$ cat config.mk
export PLATFORM = sky130hd
export DESIGN_NAME = divider_8bits_flat
export DESIGN_NICKNAME = d
export VERILOG_FILES = /design/src/rtl/divider_8bits_pkg.sv /design/src/rtl/divider_8bits_if.sv /design/src/rtl/divider_8bits_step.sv /design/src/rtl/divider_8bits.sv /design/src/flat_wrapper.sv
export SDC_FILE = /design/constraint.sdc
export NUM_CORES = 1
export LEC_CHECK = 0
export ABC_AREA = 1
export CORE_ASPECT_RATIO = 0.8
export CORE_MARGIN = 2
export CORE_UTILIZATION = 40
export DETAILED_ROUTE_END_ITERATION = 10
export HOLD_SLACK_MARGIN = 0.08
export PLACE_DENSITY = 0.66
export SLEW_MARGIN = 0
export SYNTH_ARGS = -nofsm -noshare
export SYNTH_HDL_FRONTEND = slang
export SYNTH_SLANG_ARGS = --single-unit
export TNS_END_PERCENT = 5
$ cat constraint.sdc
create_clock -name clk -period 3.9 [get_ports clk]
set_clock_uncertainty 0.1 [all_clocks]
set_input_delay 0.975 -clock clk [delete_from_list [all_inputs] [get_ports clk]]
set_output_delay 0.975 -clock clk [all_outputs]
set_load 0.02 [all_outputs]
$ cat src/rtl/divider_8bits_pkg.sv
// Shared constants for the sequential restoring divider: state encoding and default width.
package div_pkg;
    localparam int unsigned DEFAULT_WIDTH = 8;

    localparam logic [1:0] S_IDLE = 2'd0;
    localparam logic [1:0] S_ITER = 2'd1;
    localparam logic [1:0] S_FIM  = 2'd2;
endpackage

$ cat src/rtl/divider_8bits_if.sv
// start/DONE handshake bundle shared with the multiplier so the top level drives both alike.
interface divider_8bits_if
    import div_pkg::*;
#(
    parameter int unsigned WIDTH = DEFAULT_WIDTH
);
    logic             start;
    logic [WIDTH-1:0] X;
    logic [WIDTH-1:0] Y;
    logic [WIDTH-1:0] Q;
    logic [WIDTH-1:0] R;
    logic             BUSY;
    logic             DIV0;
    logic             DONE;

    modport master (output start, X, Y, input  Q, R, BUSY, DIV0, DONE);
    modport slave  (input  start, X, Y, output Q, R, BUSY, DIV0, DONE);
endinterface

$ cat src/rtl/divider_8bits_step.sv
// One restoring-division step: trial subtract of the divisor from the shifted-in partial remainder.
module div_step
    import div_pkg::*;
#(
    parameter int unsigned WIDTH = DEFAULT_WIDTH
) (
    input  logic [WIDTH-1:0] rem,
    input  logic             msb,
    input  logic [WIDTH-1:0] dv,
    output logic [WIDTH-1:0] rem_next,
    output logic             q_bit
);
    logic [WIDTH:0] trial;

    // rem < dv on entry, so the restored value always fits back into WIDTH bits
    always_comb begin
        trial    = {rem, msb} - {1'b0, dv};
        q_bit    = ~trial[WIDTH];
        rem_next = q_bit ? trial[WIDTH-1:0] : {rem[WIDTH-2:0], msb};
    end
endmodule

$ cat src/rtl/divider_8bits.sv
// Sequential restoring divider: X / Y -> Q, R, one quotient bit per clock, start/DONE handshake.
module divider_8bits
    import div_pkg::*;
#(
    parameter int unsigned WIDTH = DEFAULT_WIDTH
) (
    input  logic           clk,
    input  logic           RESET,
    divider_8bits_if.slave bus
);
    localparam int unsigned CNT_W = (WIDTH > 1) ? $clog2(WIDTH) : 1;

    logic [1:0]       state, state_n;
    logic [CNT_W-1:0] cnt, cnt_n;
    logic [WIDTH-1:0] sh, sh_n;
    logic [WIDTH-1:0] rem, rem_n;
    logic [WIDTH-1:0] dv, dv_n;
    logic [WIDTH-1:0] q, q_n;
    logic [WIDTH-1:0] r, r_n;
    logic             busy, busy_n;
    logic             div0, div0_n;
    logic             done, done_n;

    logic [WIDTH-1:0] step_rem;
    logic             step_q;

    div_step #(.WIDTH(WIDTH)) u_step (
        .rem      (rem),
        .msb      (sh[WIDTH-1]),
        .dv       (dv),
        .rem_next (step_rem),
        .q_bit    (step_q)
    );

    always_ff @(posedge clk or posedge RESET) begin
        if (RESET) begin
            state <= S_IDLE;
            cnt   <= '0;
            sh    <= '0;
            rem   <= '0;
            dv    <= '0;
            q     <= '0;
            r     <= '0;
            busy  <= 1'b0;
            div0  <= 1'b0;
            done  <= 1'b0;
        end else begin
            state <= state_n;
            cnt   <= cnt_n;
            sh    <= sh_n;
            rem   <= rem_n;
            dv    <= dv_n;
            q     <= q_n;
            r     <= r_n;
            busy  <= busy_n;
            div0  <= div0_n;
            done  <= done_n;
        end
    end

    always_comb begin
        state_n = state;
        cnt_n   = cnt;
        sh_n    = sh;
        rem_n   = rem;
        dv_n    = dv;
        q_n     = q;
        r_n     = r;
        busy_n  = busy;
        div0_n  = div0;
        done_n  = done;

        case (state)
            S_IDLE, S_FIM: begin
                // start restarts from FIM too, giving back-to-back operation
                if (bus.start) begin
                    sh_n  = bus.X;
                    dv_n  = bus.Y;
                    rem_n = '0;
                    cnt_n = '0;
                    if (bus.Y != '0) begin
                        state_n = S_ITER;
                        busy_n  = 1'b1;
                        div0_n  = 1'b0;
                        done_n  = 1'b0;
                    end else begin
                        state_n = S_FIM;
                        q_n     = '1;
                        r_n     = bus.X;
                        busy_n  = 1'b0;
                        div0_n  = 1'b1;
                        done_n  = 1'b1;
                    end
                end
            end
            S_ITER: begin
                sh_n  = {sh[WIDTH-2:0], step_q};
                rem_n = step_rem;
                cnt_n = cnt + CNT_W'(1);
                if (cnt == CNT_W'(WIDTH - 1)) begin
                    state_n = S_FIM;
                    q_n     = {sh[WIDTH-2:0], step_q};
                    r_n     = step_rem;
                    busy_n  = 1'b0;
                    div0_n  = 1'b0;
                    done_n  = 1'b1;
                end
            end
            default: begin
                state_n = S_IDLE;
                busy_n  = 1'b0;
                done_n  = 1'b0;
            end
        endcase
    end

    assign bus.Q    = q;
    assign bus.R    = r;
    assign bus.BUSY = busy;
    assign bus.DIV0 = div0;
    assign bus.DONE = done;
endmodule
$ cat src/flat_wrapper.sv
// flat-port wrapper written by rule: the top's interface ports become plain ports
module divider_8bits_flat import div_pkg::*;
#(
    parameter int unsigned WIDTH = DEFAULT_WIDTH
)
  (clk, RESET, bus_start, bus_X, bus_Y, bus_Q, bus_R, bus_BUSY, bus_DIV0, bus_DONE);
  divider_8bits_if #(.WIDTH(WIDTH)) bus_i ();
  input  logic clk;
  input  logic RESET;
  input wire logic [$bits(bus_i.start)-1:0] bus_start;
  input wire logic [$bits(bus_i.X)-1:0] bus_X;
  input wire logic [$bits(bus_i.Y)-1:0] bus_Y;
  output wire logic [$bits(bus_i.Q)-1:0] bus_Q;
  output wire logic [$bits(bus_i.R)-1:0] bus_R;
  output wire logic [$bits(bus_i.BUSY)-1:0] bus_BUSY;
  output wire logic [$bits(bus_i.DIV0)-1:0] bus_DIV0;
  output wire logic [$bits(bus_i.DONE)-1:0] bus_DONE;
  assign bus_i.start = bus_start;
  assign bus_i.X = bus_X;
  assign bus_i.Y = bus_Y;
  assign bus_Q = bus_i.Q;
  assign bus_R = bus_i.R;
  assign bus_BUSY = bus_i.BUSY;
  assign bus_DIV0 = bus_i.DIV0;
  assign bus_DONE = bus_i.DONE;
  divider_8bits #(.WIDTH(WIDTH)) u_core (.clk(clk), .RESET(RESET), .bus(bus_i));
endmodule
# Word level (Yosys, flattened, before mapping)
# Index checks and enable logic that the tools add are counted.
# classes
add_sub_neg,2
n_mul,0
div_mod_pow,0
n_lt_le_gt_ge,0
n_eq_ne,6
shifts,0
n_mux,28
bitwise_logic,1
n_reduce_logical,9
# op_table
cell,count
2-to-1 mux 8 bit,9
case mux 8 bit (2 select lines),4
subtractor 9 x 8 -> 9 bit,1
nonzero test 8 bit,1
2-to-1 mux 1 bit,6
2-to-1 mux 2 bit,3
case mux 1 bit (2 select lines),3
case mux 3 bit (2 select lines),1
AND reduction 2 bit,3
"inequality test 2 bit, second input constant",2
case mux 2 bit (2 select lines),1
AND reduction 4 bit,1
"adder 3 x 1 -> 3 bit, second input constant",1
"== test 3 bit, second input constant",1
2-to-1 mux 3 bit,1
AND reduction 3 bit,1
"== test 2 x 1 -> 1 bit, second input constant",1
"== test 2 bit, second input constant",1
zero test 2 bit,1
"inequality test 2 x 1 -> 1 bit, second input constant",1
nonzero test 2 bit,1
OR reduction 2 bit,1
NOT 1 bit,1
# totals
regBits,48
latch_bits,0
ramBits,0
romBits,0
in_bits,19
output_inout_bits,19
elab_cells,56
mem_count,0

# Longest topological paths before layout
# logic_depth
word_depth,4
mapped_depth,14
ltp_nobuf,14

# By module
# A second synthesis with hierarchy kept.
# unflattened
hier_cells,326
area_unflattened_um2,2665.1
# modules_own_cells
module,n_inst,cells_each,area_each_um2,seq_area_each_um2
divider_8bits,1,221,2077.0,1176.1
div_step,1,105,588.1,0.0

# Worst setup path before layout
# No wires, ideal clock.
# synth_timing
path_type,input to register
startpoint,input bus_Y[5]
endpoint,register u_core.r[1] (netlist: u_core.bus.R[1])
setup_ns,0.113
arrival_time_ns,1.822
t_required_ns,3.687
slack_ns,1.866
cell_stages,10
n_path_buf,0
cell_sequence,nor2_1 -> nand2_1 -> nor2_1 -> nand2_1 -> nand2_4 -> inv_2 -> a21oi_1 -> nand3_1 -> nand2_1 -> inv_1
# synth_between
elab_chain_cells,3
# synth_rtl
element,line,text
"start, declared",flat_wrapper.sv:12,input wire logic [$bits(bus_i.Y)-1:0] bus_Y;
nonzero test 8 bit,divider_8bits.sv:81,if (bus.Y != '0) begin
inequality test 2 bit (no line),--,
AND reduction 4 bit (no line),--,
"end signal, assigned",divider_8bits.sv:54,r <= r_n;
"end, declared",divider_8bits.sv:19,"logic [WIDTH-1:0] r, r_n;"
# No other way between the ends.
# A chain may end at the register's enable or synchronous reset.

# Worst setup path after layout
# layout_timing
startpoint,input bus_start
endpoint,register u_core.cnt[2]
# layout_between
elab_chain_cells,2
# layout_rtl
element,line,text
"start, declared",flat_wrapper.sv:10,input wire logic [$bits(bus_i.start)-1:0] bus_start;
inequality test 2 bit (no line),--,
AND reduction 2 bit (no line),--,
"end signal, assigned",divider_8bits.sv:49,cnt <= cnt_n;
"end, declared",divider_8bits.sv:14,"logic [CNT_W-1:0] cnt, cnt_n;"
# No other way between the ends.

==> metrics.md <==
| Metric | Value |
|---|---|
| Largest net degree at the start of global routing | 47 |
| Startpoint Class | primary input |
| Worst Path Arrival | 2.83 ns |
| Final non-filler cell area | 3050 um2 |
| # diodes | 0 |
| GRT Total Usage | 18.5% |
| Starting Density | roughly two fifths |
| DRT Pass-1 Iters | 4 |
| GRT overflow | 0 |
| Vias/cell | 4.78 |
| Peak supply drop | 428 uV |
| R2r setup slk | between 1.5 and 2 ns |
| Cells on worst reg2reg path | 10 |
| Clock sinks | 46 |
| Run status | completed |
| WHS Endpoint | u_core.dv[0] |
| Cell Area, Placed | between 2000 and 3000 um2 |
| H-tree depth | 2 |
| Final min period | 2.73 ns |
| RSZ-0062 raised after global routing | false |
| Largest cells by area after synthesis | dfrtp_1, nand2_1, nand3_1 |
| Non-Filler Instances | between 400 and 500 |
| Final Hold Fails | 0 |
| Yosys top cell area share | 46.3% |
| Setup TNS | 0 ns |
| CTS Buffer Depth | 2 |
| Port-buffer cells | 37 |
| Cell area after synthesis | 2490 um2 |
| CP endpoint kind | flop |
| Worst-skew pair later-pin latency | 0.30 ns |
| Top Ports | 38 |
| Leak | 1.51 nW |
| Final Wtd Congestion | 0.836 |
| Avg WL per Cell | about 13 um |
| Share of post-route cells with drive strength above 1 | 7.61% |
| CTS tree | yes |
| Post-CTS Hold Buffers | 0 |
| Mapped Avg Cell Area | slightly below 8 um2 |
| Detailed placement HPWL | 4.21 mm |
| Vias | ~2100 |
| Crit Path Max Fanout | 14 |
| Post-synth top cells | nand2_1, inv_1, dfrtp_1, nand3_1, nor2_1 |
| DIE HEIGHT | 74.5 um |
| Synth area leader | dfrtp_1 |
| Worst R2R End | u_core.bus.R[2] |
| Most common cell in the netlist | nand2_1 |
| Root Driver | clkbuf_8 |
| Routed wire length | 5.63 mm |
| Fmax achieved | 366 MHz |
| CTS resizes | 0 |
| WHS | 0.404 ns |
| 1st-iter DRT viols | 160 |
| Reg clk slew, reported paths | approximately 0.09 ns |
| Initial antenna violation count | 0 |
| Syn-to-layout area delta | 22.4% |
| FP Rows | 25 |
| Library cells used by synthesis | 29 |
| Post-synth ARST share | 100% |
| Worst Hold Path Cells | 2 |
| Yosys warns | 0 |
| Final ANT Viol Nets | 0 |
| Post-Syn Nets | 346 |
| First-pass GRT wire length | 9.85 mm |
| Synthesized flop and latch total | 46 |
| Vias in the first global route | 2002 |
| Register area share after synthesis | 46.3% |
| Final setup fails | 0 |
| Normalized max-slew margin | 35.7% |
| Post-route clock period utilization | 70.0% |
| Final net count | about 380 |
| Post-synth EDFFs | 0 |
| Worst Max-Slew Pin Slew | between 0.9 and 1 ns |
| Pwr Density | 931 nW/um2 |
| R2R Path Start | u_core.bus.DONE |
| Max_cap viols | 0 |
| Post-CTS Setup Inserts | 0 |
| Top FF cell, synth | dfrtp_1 |
| DR DRC count | 0 |
| CTS Buf Count | 5 |
| Die area | 6870 um2 |
| Final slew viol count | 0 |
| Post-synthesis instance total | 316 |
| Die width | 92.2 um |
| Core Region | 5970 um2 |
| Critical path class | primary input to flop |
| Hold crit path type | flop to flop |
| Placed Cells | 428 |
| Critical Path RT | 4.00 ns |
| Worst Hold Launch | u_core.dv[0] |
| Layout fillers | 590 |
## flip-flops by register name, summed over array words and instances (netlist names)
| signal | count |
|---|---|
| u_core.state | 1 |
| u_core.rem | 8 |
| u_core.dv | 8 |
| u_core.cnt | 3 |
| u_core.sh | 8 |
| u_core.bus.DIV0 | 1 |
| u_core.bus.DONE | 1 |
| u_core.bus.Q | 8 |
| u_core.bus.R | 8 |
## worst max-delay path by stage
stage,start,endpoint,slack [ns],depth (start not counted)
6_report,bus_start,u_core.cnt[2],1.17,7
5_1_grt,bus_start,u_core.bus.R[2],0.92,10
4_1_cts,bus_start,u_core.cnt[2],1.17,7
3_5_place_dp,bus_start,u_core.cnt[2],0.83,7
3_3_place_gp,bus_start,u_core.bus.R[2],0.93,10
2_1_floorplan,RESET,u_core.bus.DIV0,1.74,1
## per-stage QoR
step / power (mW) / util, % / worst slack, ns
6_report: 2.84 / 51.0 / 1.17
5_1_grt: 3.14 / 51.0 / 0.923
4_1_cts: 2.86 / 51.0 / 1.17
3_5_place_dp: 2.48 / 49.1 / 0.831
3_3_place_gp: 2.44 / 49.1 / 0.930
2_1_floorplan: 2.02 / - / 1.74
## layer usage
layer / wire (um) / vias up / track usage, % / part of all wire, %
li1: - / 1087 / - / -
met1: 3040 / 946 / 28.8 / 54
met2: 2310 / 48 / 26.2 / 41
met3: 216 / 4 / 3.14 / 3.8
met4: 62 / 0 / 5.47 / 1.1
met5: 0 / - / 0 / 0
## layout make-up
cell class | instances | area [um2] | share of cell area, %
multi-input cells | 209 | 1100 | 36.0
clock inverters | 3 | 45.0 | 1.48
inverters | 54 | 205 | 6.74
clock buffers | 5 | 68.8 | 2.26
repair buffers | 38 | 378 | 12.4
well taps | 81 | 101 | 3.33
flip-flops and latches | 46 | 1150 | 37.8
## kinds of logic (layout without fill, tap and decap cells)
group | after synthesis | count (layout) | synth area share (%)
buf+inv | 61 | 100 | 9.66
fa+ha+maj | 11 | 11 | 5.84
xor+xnor | 3 | 3 | 1.06
simple gates | 153 | 153 | 27.7
compound gates | 42 | 42 | 9.51
flops | 46 | 46 | 46.3
## cells in the final DEF, fill, tap and decap left out
| cell | instances |
|---|---|
| nand4_1 | 1 |
| inv_4 | 1 |
| nand2_2 | 1 |
| clkinvlp_4 | 2 |
| dfrtp_1 | 46 |
| nor2_4 | 1 |
| fa_1 | 1 |
| o21ai_0 | 20 |
| inv_2 | 5 |
| bufinv_16 | 1 |
| or2_2 | 7 |
| nor2_8 | 1 |
| a21oi_1 | 13 |
| buf_4 | 1 |
| nand3_1 | 40 |
| nand2_1 | 73 |
| inv_1 | 48 |
| o22ai_1 | 1 |
| clkbuf_8 | 5 |
| a22o_1 | 2 |
| or2_1 | 1 |
| xor2_1 | 2 |
| a31oi_1 | 1 |
| nand2_4 | 2 |
| o221ai_1 | 3 |
| clkdlybuf4s50_1 | 37 |
| o211ai_1 | 2 |
| nor2_1 | 26 |
| xnor2_1 | 1 |
| ha_1 | 10 |
## power by group
group | internal [mW] | total (mW) | switching (mW)
Sequential | 0.707 | 0.825 | 0.118
Clock | 0.191 | 0.366 | 0.175
Combinational | 0.641 | 1.64 | 1.00
Total | 1.54 | 2.84 | 1.30
## worst max-delay path, stage by stage
cell	delay (ns)
clkdlybuf4s50_1	0.46
inv_1	0.05
nor2_1	0.38
inv_1	0.18
nand2_1	0.40
inv_2	0.18
a22o_1	0.21
(Power assumes the default switching activity.)
